==> config.mk <==
export PLATFORM = sky130hd
export DESIGN_NAME = multiword_add_seq
export DESIGN_NICKNAME = d
export VERILOG_FILES = /design/src/rtl/multiword_add_seq_pkg.sv /design/src/rtl/multiword_add_seq_rca.sv /design/src/rtl/multiword_add_seq.sv
export SDC_FILE = /design/constraint.sdc
export NUM_CORES = 1
export LEC_CHECK = 0
export ABC_AREA = 1
export CORE_ASPECT_RATIO = 0.8
export CORE_UTILIZATION = 30
export DETAILED_ROUTE_END_ITERATION = 6
export GPL_TIMING_DRIVEN = 1
export PLACE_DENSITY = 0.57
export SLEW_MARGIN = 0
export SYNTH_ARGS = -nofsm -noshare
export SYNTH_HDL_FRONTEND = slang
export SYNTH_HIERARCHICAL = 1
export SYNTH_SLANG_ARGS = --single-unit
==> constraint.sdc <==
create_clock -name clk -period 8.5 [get_ports clk]
set_clock_uncertainty 0.1 [all_clocks]
set_input_delay 2.125 -clock clk [delete_from_list [all_inputs] [get_ports clk]]
set_output_delay 2.125 -clock clk [all_outputs]
set_load 0.05 [all_outputs]
==> src/rtl/multiword_add_seq_pkg.sv <==
// Shared definitions for the multi-word add/subtract sequencer:
// FSM state encoding and an elaboration-time log2 helper.
package multiword_add_seq_pkg;

  typedef enum logic [1:0] {
    IDLE = 2'd0,
    RUN  = 2'd1,
    DONE = 2'd2
  } state_t;

  // Ceiling log2, usable in localparam expressions.
  function automatic int clog2(input int value);
    int r;
    r = 0;
    while ((1 << r) < value) r++;
    return r;
  endfunction

endpackage

==> src/rtl/multiword_add_seq_rca.sv <==
// N-bit ripple-carry adder slice; the per-cycle datapath of the sequencer.
module ripple_carry_adder #(
  parameter int N = 4
) (
  input  logic [N-1:0] a_i,
  input  logic [N-1:0] b_i,
  input  logic         cin_i,
  output logic [N-1:0] sum_o,
  output logic         cout_o
);

  logic [N:0] c;

  assign c[0] = cin_i;

  for (genvar gi = 0; gi < N; gi++) begin : g_fa
    assign sum_o[gi] = a_i[gi] ^ b_i[gi] ^ c[gi];
    assign c[gi+1]   = (a_i[gi] & b_i[gi]) | (c[gi] & (a_i[gi] ^ b_i[gi]));
  end

  assign cout_o = c[N];

endmodule

==> src/rtl/multiword_add_seq.sv <==
// W-bit add/subtract built from one N-bit ripple slice reused over WORDS cycles,
// least significant slice first, with the carry held in a register between cycles.
module multiword_add_seq
  import multiword_add_seq_pkg::*;
#(
  parameter int N     = 4,
  parameter int WORDS = 4
) (
  input  logic                 clk,
  input  logic                 rst_n,
  input  logic                 in_valid,
  output logic                 in_ready,
  input  logic [N*WORDS-1:0]   a,
  input  logic [N*WORDS-1:0]   b,
  input  logic                 cin,
  input  logic                 sub,
  output logic                 out_valid,
  input  logic                 out_ready,
  output logic [N*WORDS-1:0]   sum,
  output logic                 cout,
  output logic                 overflow,
  output logic                 busy
);

  localparam int W     = N * WORDS;
  localparam int IDX_W = (clog2(WORDS) < 1) ? 1 : clog2(WORDS);
  localparam logic [IDX_W-1:0] IDX_LAST = IDX_W'(WORDS - 1);

  state_t           state_q, state_d;
  logic [IDX_W-1:0] idx_q, idx_d;
  logic [W-1:0]     a_q, a_d;
  logic [W-1:0]     b_q, b_d;
  logic [W-1:0]     res_q, res_d;
  logic             carry_q, carry_d;
  logic             cout_q, cout_d;
  logic             ovf_q, ovf_d;
  logic             valid_q, valid_d;

  logic [N-1:0]     slice_a, slice_b, slice_sum;
  logic             slice_cout;

  assign slice_a = a_q[idx_q*N +: N];
  assign slice_b = b_q[idx_q*N +: N];

  ripple_carry_adder #(.N(N)) u_slice (
    .a_i    (slice_a),
    .b_i    (slice_b),
    .cin_i  (carry_q),
    .sum_o  (slice_sum),
    .cout_o (slice_cout)
  );

  always_comb begin
    state_d = state_q;
    idx_d   = idx_q;
    a_d     = a_q;
    b_d     = b_q;
    res_d   = res_q;
    carry_d = carry_q;
    cout_d  = cout_q;
    ovf_d   = ovf_q;
    valid_d = valid_q;

    case (state_q)
      IDLE: begin
        if (in_valid) begin
          // Subtraction is a + ~b + 1, so the inversion and the +1 happen at capture.
          a_d     = a;
          b_d     = sub ? ~b : b;
          carry_d = sub ? 1'b1 : cin;
          idx_d   = '0;
          state_d = RUN;
        end
      end
      RUN: begin
        res_d[idx_q*N +: N] = slice_sum;
        carry_d             = slice_cout;
        if (idx_q == IDX_LAST) begin
          state_d = DONE;
          valid_d = 1'b1;
          cout_d  = slice_cout;
          ovf_d   = (a_q[W-1] == b_q[W-1]) && (slice_sum[N-1] != a_q[W-1]);
        end else begin
          idx_d = idx_q + 1'b1;
        end
      end
      DONE: begin
        if (out_ready) begin
          state_d = IDLE;
          valid_d = 1'b0;
        end
      end
      default: begin
        state_d = IDLE;
        valid_d = 1'b0;
      end
    endcase
  end

  always_ff @(posedge clk or negedge rst_n) begin
    if (!rst_n) begin
      state_q <= IDLE;
      idx_q   <= '0;
      a_q     <= '0;
      b_q     <= '0;
      res_q   <= '0;
      carry_q <= 1'b0;
      cout_q  <= 1'b0;
      ovf_q   <= 1'b0;
      valid_q <= 1'b0;
    end else begin
      state_q <= state_d;
      idx_q   <= idx_d;
      a_q     <= a_d;
      b_q     <= b_d;
      res_q   <= res_d;
      carry_q <= carry_d;
      cout_q  <= cout_d;
      ovf_q   <= ovf_d;
      valid_q <= valid_d;
    end
  end

  assign in_ready  = (state_q == IDLE);
  assign busy      = (state_q != IDLE);
  assign out_valid = valid_q;
  assign sum       = res_q;
  assign cout      = cout_q;
  assign overflow  = ovf_q;

endmodule
==> run metrics, run 1 <==
critical path cell sequence=nor2_4, clkdlybuf4s50_1; Internal=0.811 mW; Slew Viols, Final=0; final worst-path cycle share=51.3%; Slew Limit Headroom=38.1%; Setup WS post-layout=4140 ps; fraction of layout cells with a size suffix above 1=4.14%; worst hold path class=reg -> reg; H-tree depth=2; FMAX=0.229 GHz; routed vias=2,339; DIE WIDTH=113 um; total die area=0.0102 mm2; Worst Hold End=a_q[1]; CTS Root Cell=clkbuf_16; final setup vio count=0; switching power=0.771 mW; total negative slack=0 ps; post-CTS setup repair buffer count=0; Port Buffers=58; Crit. End Element=primary output; total iterations of the first detailed-routing run=4; Area Growth Syn to Fin=26.5%; Min-Delay Path Depth=2; antenna violations before repair=0; commonest cells in the netlist=133 x nand2_1, 56 x dfrtp_1, 32 x inv_1, 24 x nor2_1, 24 x o21ai_0; r2r endpoint=sum[7]; NumNets Final=458; clock share of power=13.3%; synthesized area=0.00293 mm2; r2r setup slk=4730 ps; clk_lat worst skew=290 ps; status=finished, final reports clean; synth unique cells=25; critical path class=reg -> out; hold slack=373 ps; post-DP HPWL=4.38 mm; total power=1.58 mW; sequential-to-total area share from yosys stat=47.8%; Yosys warnings=6; Max Buffers Root-to-Sink=2; number of synthesized register bits=56; CP Max Fanout=15; Clock transition at path regs=70 ps; post-route ant nets=0; post-synthesis instance total=361; Arr. time, crit path=2130 ps; largest net degree at the start of global routing=58; most common cell in the netlist=nand2_1; number of synthesized flops with an enable pin=0; core outline area=0.00927 mm2; routed wire length=6.29 mm; max_cap viols=0; Power Dens Cells=426 mW/mm2; Hold Startpoint=a_q[1]; num rows=31; cts bufs inserted=5; pre-CTS setup slack=4330 ps; RD Place Congestion=0.750; hold buffer count at CTS=0; DR WL/cell=11.9 um; num ports=59; Worst Max-Slew Pin Slew=925 ps; Synth area leader=dfrtp_1; vias in the first global route=2,265; R2R Path Start=idx_q[0]; Vias/cell=4.45; Crit path required time=6280 ps; Total GRT Usage=13.3%; initial core utilization=31.6%; Hold Vio Cnt, Final=0; CP Launch Type=flip-flop; syn_area_per_cell=8.12 um2; sequential power share=30.8%; Sw Ratio=48.7%; slowest CP cell=clkdlybuf4s50_1; top-area cell type share of the netlist area=47.8%; Antenna Cells=0; Crit path largest cell delay=870 ps; RSZ-0062 raised after global routing=no; Final min period=4360 ps; Synthesized Nets=409; CTS Sinks=56; total gr overflow=0; most area-consuming cells after synthesis=dfrtp_1 48%, nand2_1 17%, xnor2_1 4.8%; DR iter-0 viols=94; CTS tree=done; Synth async-reset ratio=100%; DRC Markers=0; first-pass GRT wire length=10.8 mm; worst reg2reg path depth=17; VDD IR-drop max=157 uV; leak pwr=1.82 nW; die span in y=90.4 um; CTS resizes=0; main flop type after synthesis=dfrtp_1; combinational share of power=55.9%
-- critical path, delay by kind of cell, from the launching register on --
kind / cells / cell delay [ps]
DFF: 1 / 570
buffers and inverters: 1 / 870
and+or+nand+nor: 1 / 390
-- kinds of logic after synthesis --
logic type	share of synthesized area (%)
AO/OA/AOI/OAI	7.60
buffers and inverters	7.60
AND/OR/NAND/NOR	26.9
adder cells (fa/ha/maj)	5.29
XOR/XNOR	4.78
flip-flops	47.8
-- state kept, by name, indices dropped and copies added, names as in the netlist --
name	cells
a_q	16
b_q	16
sum	16
idx_q	2
state_q	2
carry_q	1
cout	1
out_valid	1
overflow	1
-- metal layers --
layer | vias up | track usage (%) | part of all wire (%)
li1 | 1220 | - | -
met1 | 1068 | 18.5 | 52
met2 | 46 | 20.3 | 42
met3 | 5 | 3.89 | 4.7
met4 | 0 | 3.00 | 0.89
met5 | - | 0 | 0
-- final cells by class --
| cell class | count | area [um2] |
|---|---|---|
| fillers | 952 | 5560 |
| flip-flops and latches | 56 | 1400 |
| multi-input cells | 254 | 1310 |
| repair buffers | 59 | 583 |
| clock buffers | 8 | 146 |
| well taps | 115 | 144 |
| inverters | 34 | 128 |
-- stage by stage --
| stage | utilization (%) | cells | instance area, um2 |
|---|---|---|---|
| after floorplan | - | 361 | 2930 |
| after global placement | 38.4 | 518 | 3560 |
| after detailed placement | 38.4 | 518 | 3560 |
| after CTS | 40.0 | 526 | 3710 |
| after global routing | 40.0 | 526 | 3710 |
| final | 40.0 | 526 | 3710 |
-- power by group through the flow --
stage                     sequential [mW]  combinational [mW]  clock (mW)
after CTS                           0.489               0.889       0.214
final                               0.488               0.884       0.210
after global placement              0.490               0.881           0
after detailed placement            0.493               0.886           0
after floorplan                     0.586               0.541           0
after global routing                0.506               0.995       0.226
-- cell usage in the layout, fill, tap and decap left out, drive strengths merged, types with 8 or more instances in the layout --
cell / instances
clkbuf: 8
clkdlybuf4s50: 57
dfrtp: 56
inv: 34
nand2: 134
nand3: 23
nor2: 27
o211ai: 8
o21ai: 25
xnor2: 16
-- worst max-delay path by stage --
stage | to | slack (ps) | start
final | in_ready | 4140 | state_q[0]
after global routing | in_ready | 4050 | state_q[0]
after CTS | in_ready | 4130 | state_q[0]
after detailed placement | a_q[9] | 4330 | in_valid
after global placement | a_q[15] | 4370 | in_valid
after floorplan | busy | 5070 | state_q[0]
(Power assumes the default switching activity.)
==> run 2: changes to the inputs <==
Settings changed: PLACE_DENSITY 0.57 to 0.59.
Clock period 8.5 ns to 3.7 ns, I/O delays scaled along.
==> run 2 against run 1 <==
Global-route usage rose by 0.29 points. Register-to-register slack got worse by 4300 ps. First-iteration DRC count fell by 5.3%. Worst hold slack got worse by 3.4 ps. Core utilization rose by 0.32 points. Sequential share of layout area fell by 0.30 points. Clock-buffer cell count did not move. Setup slack got worse by 3700 ps. Die area did not move. Design area rose by 0.81%. Largest power group unchanged.
==> run metrics, run 2 (same netlist as run 1, synthesis figures left out) <==
status=finished, final reports clean; post-DP HPWL=4.73 mm (+8.0%); H-tree depth=2 (unchanged); initial core utilization=31.6% (unchanged); Crit. End Element=flip-flop; num ports=59 (unchanged); die span in y=90.4 um (unchanged); num rows=31 (unchanged); DR WL/cell=11.8 um (-0.98%); critical path cell sequence=inv_2, nand2_1, o211ai_1, nand2_1, fa_1, inv_1, fa_1, inv_1, fa_1, inv_1, fa_1, inv_1, inv_1, nor3_1, nand2_1, nand2_1; CP most frequent cell=inv_1; DRC Markers=0 (unchanged); NumNets Final=462 (+0.87%); CTS resizes=0 (unchanged); core outline area=0.00927 mm2 (unchanged); worst hold path class=reg -> reg; vias in the first global route=2,458 (+8.5%); slowest CP cell=fa_1; largest net degree at the start of global routing=58 (unchanged); Clock transition at path regs=70 ps (about the same); filler cell count=950 (-0.21%); fraction of layout cells with a size suffix above 1=5.06% (+0.92 points); Total GRT Usage=13.6% (+0.29 points); post-CTS setup repair buffer count=0 (unchanged); Crit path largest cell delay=420 ps (-450 ps); Final min period=3290 ps; CTS Sinks=56 (unchanged); most common cell after layout, fill and taps aside=nand2_1; final worst-path cycle share=88.8%; RD Place Congestion=0.831 (+11%); routed vias=2,412 (+3.1%); Cell Count, Final, Fillers Out=530 (+0.76%); Area Growth Syn to Fin=27.6%; CTS Root Cell=clkbuf_16; hold buffer count at CTS=0 (unchanged); FMAX=0.304 GHz; Slew Limit Headroom=40.7% (+2.6 points); Vias/cell=4.55 (+2.3%); Worst Max-Slew Pin Slew=887 ps (-37.9 ps); clk_lat worst skew=290 ps (about the same); cts bufs inserted=5 (unchanged); CP Launch Type=flip-flop; Max Buffers Root-to-Sink=2 (unchanged); most frequent cells in the layout=133 x nand2_1, 57 x clkdlybuf4s50_1, 56 x dfrtp_1; max_cap viols=0 (unchanged); total gr overflow=0 (unchanged); VDD IR-drop max=428 uV (+170%); DR iter-0 viols=89 (-5.3%); total die area=0.0102 mm2 (unchanged); critical path buffer and inverter count=6 (+5); Hold Vio Cnt, Final=0 (unchanged); Arr. time, crit path=3420 ps (+1290 ps); routed wire length=6.27 mm (-0.22%); final setup vio count=0 (unchanged); leak pwr=1.84 nW (+1.1%); Antenna Cells=0 (unchanged); Power Dens Cells=974 mW/mm2 (+130%); CP Max Fanout=30 (+15); Placed Cells=522 (+0.77%); DIE WIDTH=113 um (unchanged); total iterations of the first detailed-routing run=4 (unchanged); post-route ant nets=0 (unchanged); CTS tree=done; critical path class=reg -> reg; antenna violations before repair=0 (unchanged); Port Buffers=58 (unchanged); first-pass GRT wire length=11.3 mm (+4.9%); total negative slack=0 ps (unchanged); Slew Viols, Final=0 (unchanged); RSZ-0062 raised after global routing=no; Crit path required time=3830 ps (-2450 ps); cell family with most CP delay=adder cells
==> run 2: path summary, 6_finish.rpt <==
| path | startpoint | endpoint | slack [ps] | depth (start not counted) |
|---|---|---|---|---|
| worst max-delay path | idx_q[0] | sum[15] | 410 | 16 |
| worst min-delay path | a_q[1] | a_q[1] | 370 | 2 |
| worst max register to register | idx_q[0] | sum[15] | 410 | 16 |
| worst min register to register | a_q[1] | a_q[1] | 370 | 2 |
| max in group asynchronous | rst_n | a_q[6] | 2310 | 2 |
| min in group asynchronous | rst_n | out_valid | 510 | 1 |
==> run 2: stage by stage <==
step | hold slack (ps) | area (um2) | worst slack [ps] | util (%) | total power [mW]
finish | 369 | 3740 | 414 | 40.3 | 3.64
global route | 411 | 3740 | 143 | 40.3 | 4.01
CTS | 371 | 3740 | 416 | 40.3 | 3.66
detailed placement | 354 | 3590 | 441 | 38.8 | 3.18
global placement | 352 | 3590 | 510 | 38.8 | 3.16
floorplan | 337 | 2930 | 628 | - | 2.59
==> run 2: layer usage <==
metal	share of wire (%)	vias to the layer above	GRT usage, %
met1	51	1110	18.8
met4	0.81	0	3.22
met2	43	65	21.7
met3	4.7	6	2.75
li1	-	1231	-
met5	0	-	0
==> run 2: worst reg2reg max path, delay by kind of cell (launching register included) <==
| kind | cells | cell delay (ps) |
|---|---|---|
| compound gates | 1 | 100 |
| fa+ha+maj | 4 | 1330 |
| buf+inv | 6 | 750 |
| flops | 1 | 390 |
| simple gates | 5 | 560 |
==> run 2: layout make-up <==
class,count,area [um2],area share [%]
clock buffers,8,146,3.91
well taps,115,144,3.85
inverters,34,128,3.41
multi-input cells,254,1310,35.0
repair buffers,63,613,16.4
flip-flops and latches,56,1400,37.5
==> run 2: where the power goes <==
part	internal (mW)	leakage (nW)	total, mW	switching [mW]
Combinational	0.712	1.06	2.08	1.37
Clock	0.271	0.0712	0.474	0.203
Sequential	0.895	0.711	1.09	0.196
Total	1.88	1.84	3.64	1.77
==> run 3: changes to the inputs <==
Settings changed: HOLD_SLACK_MARGIN set to 0.15.
==> results of run 3 <==
The final DEF is identical to that of run 2; final timing and power are the same.
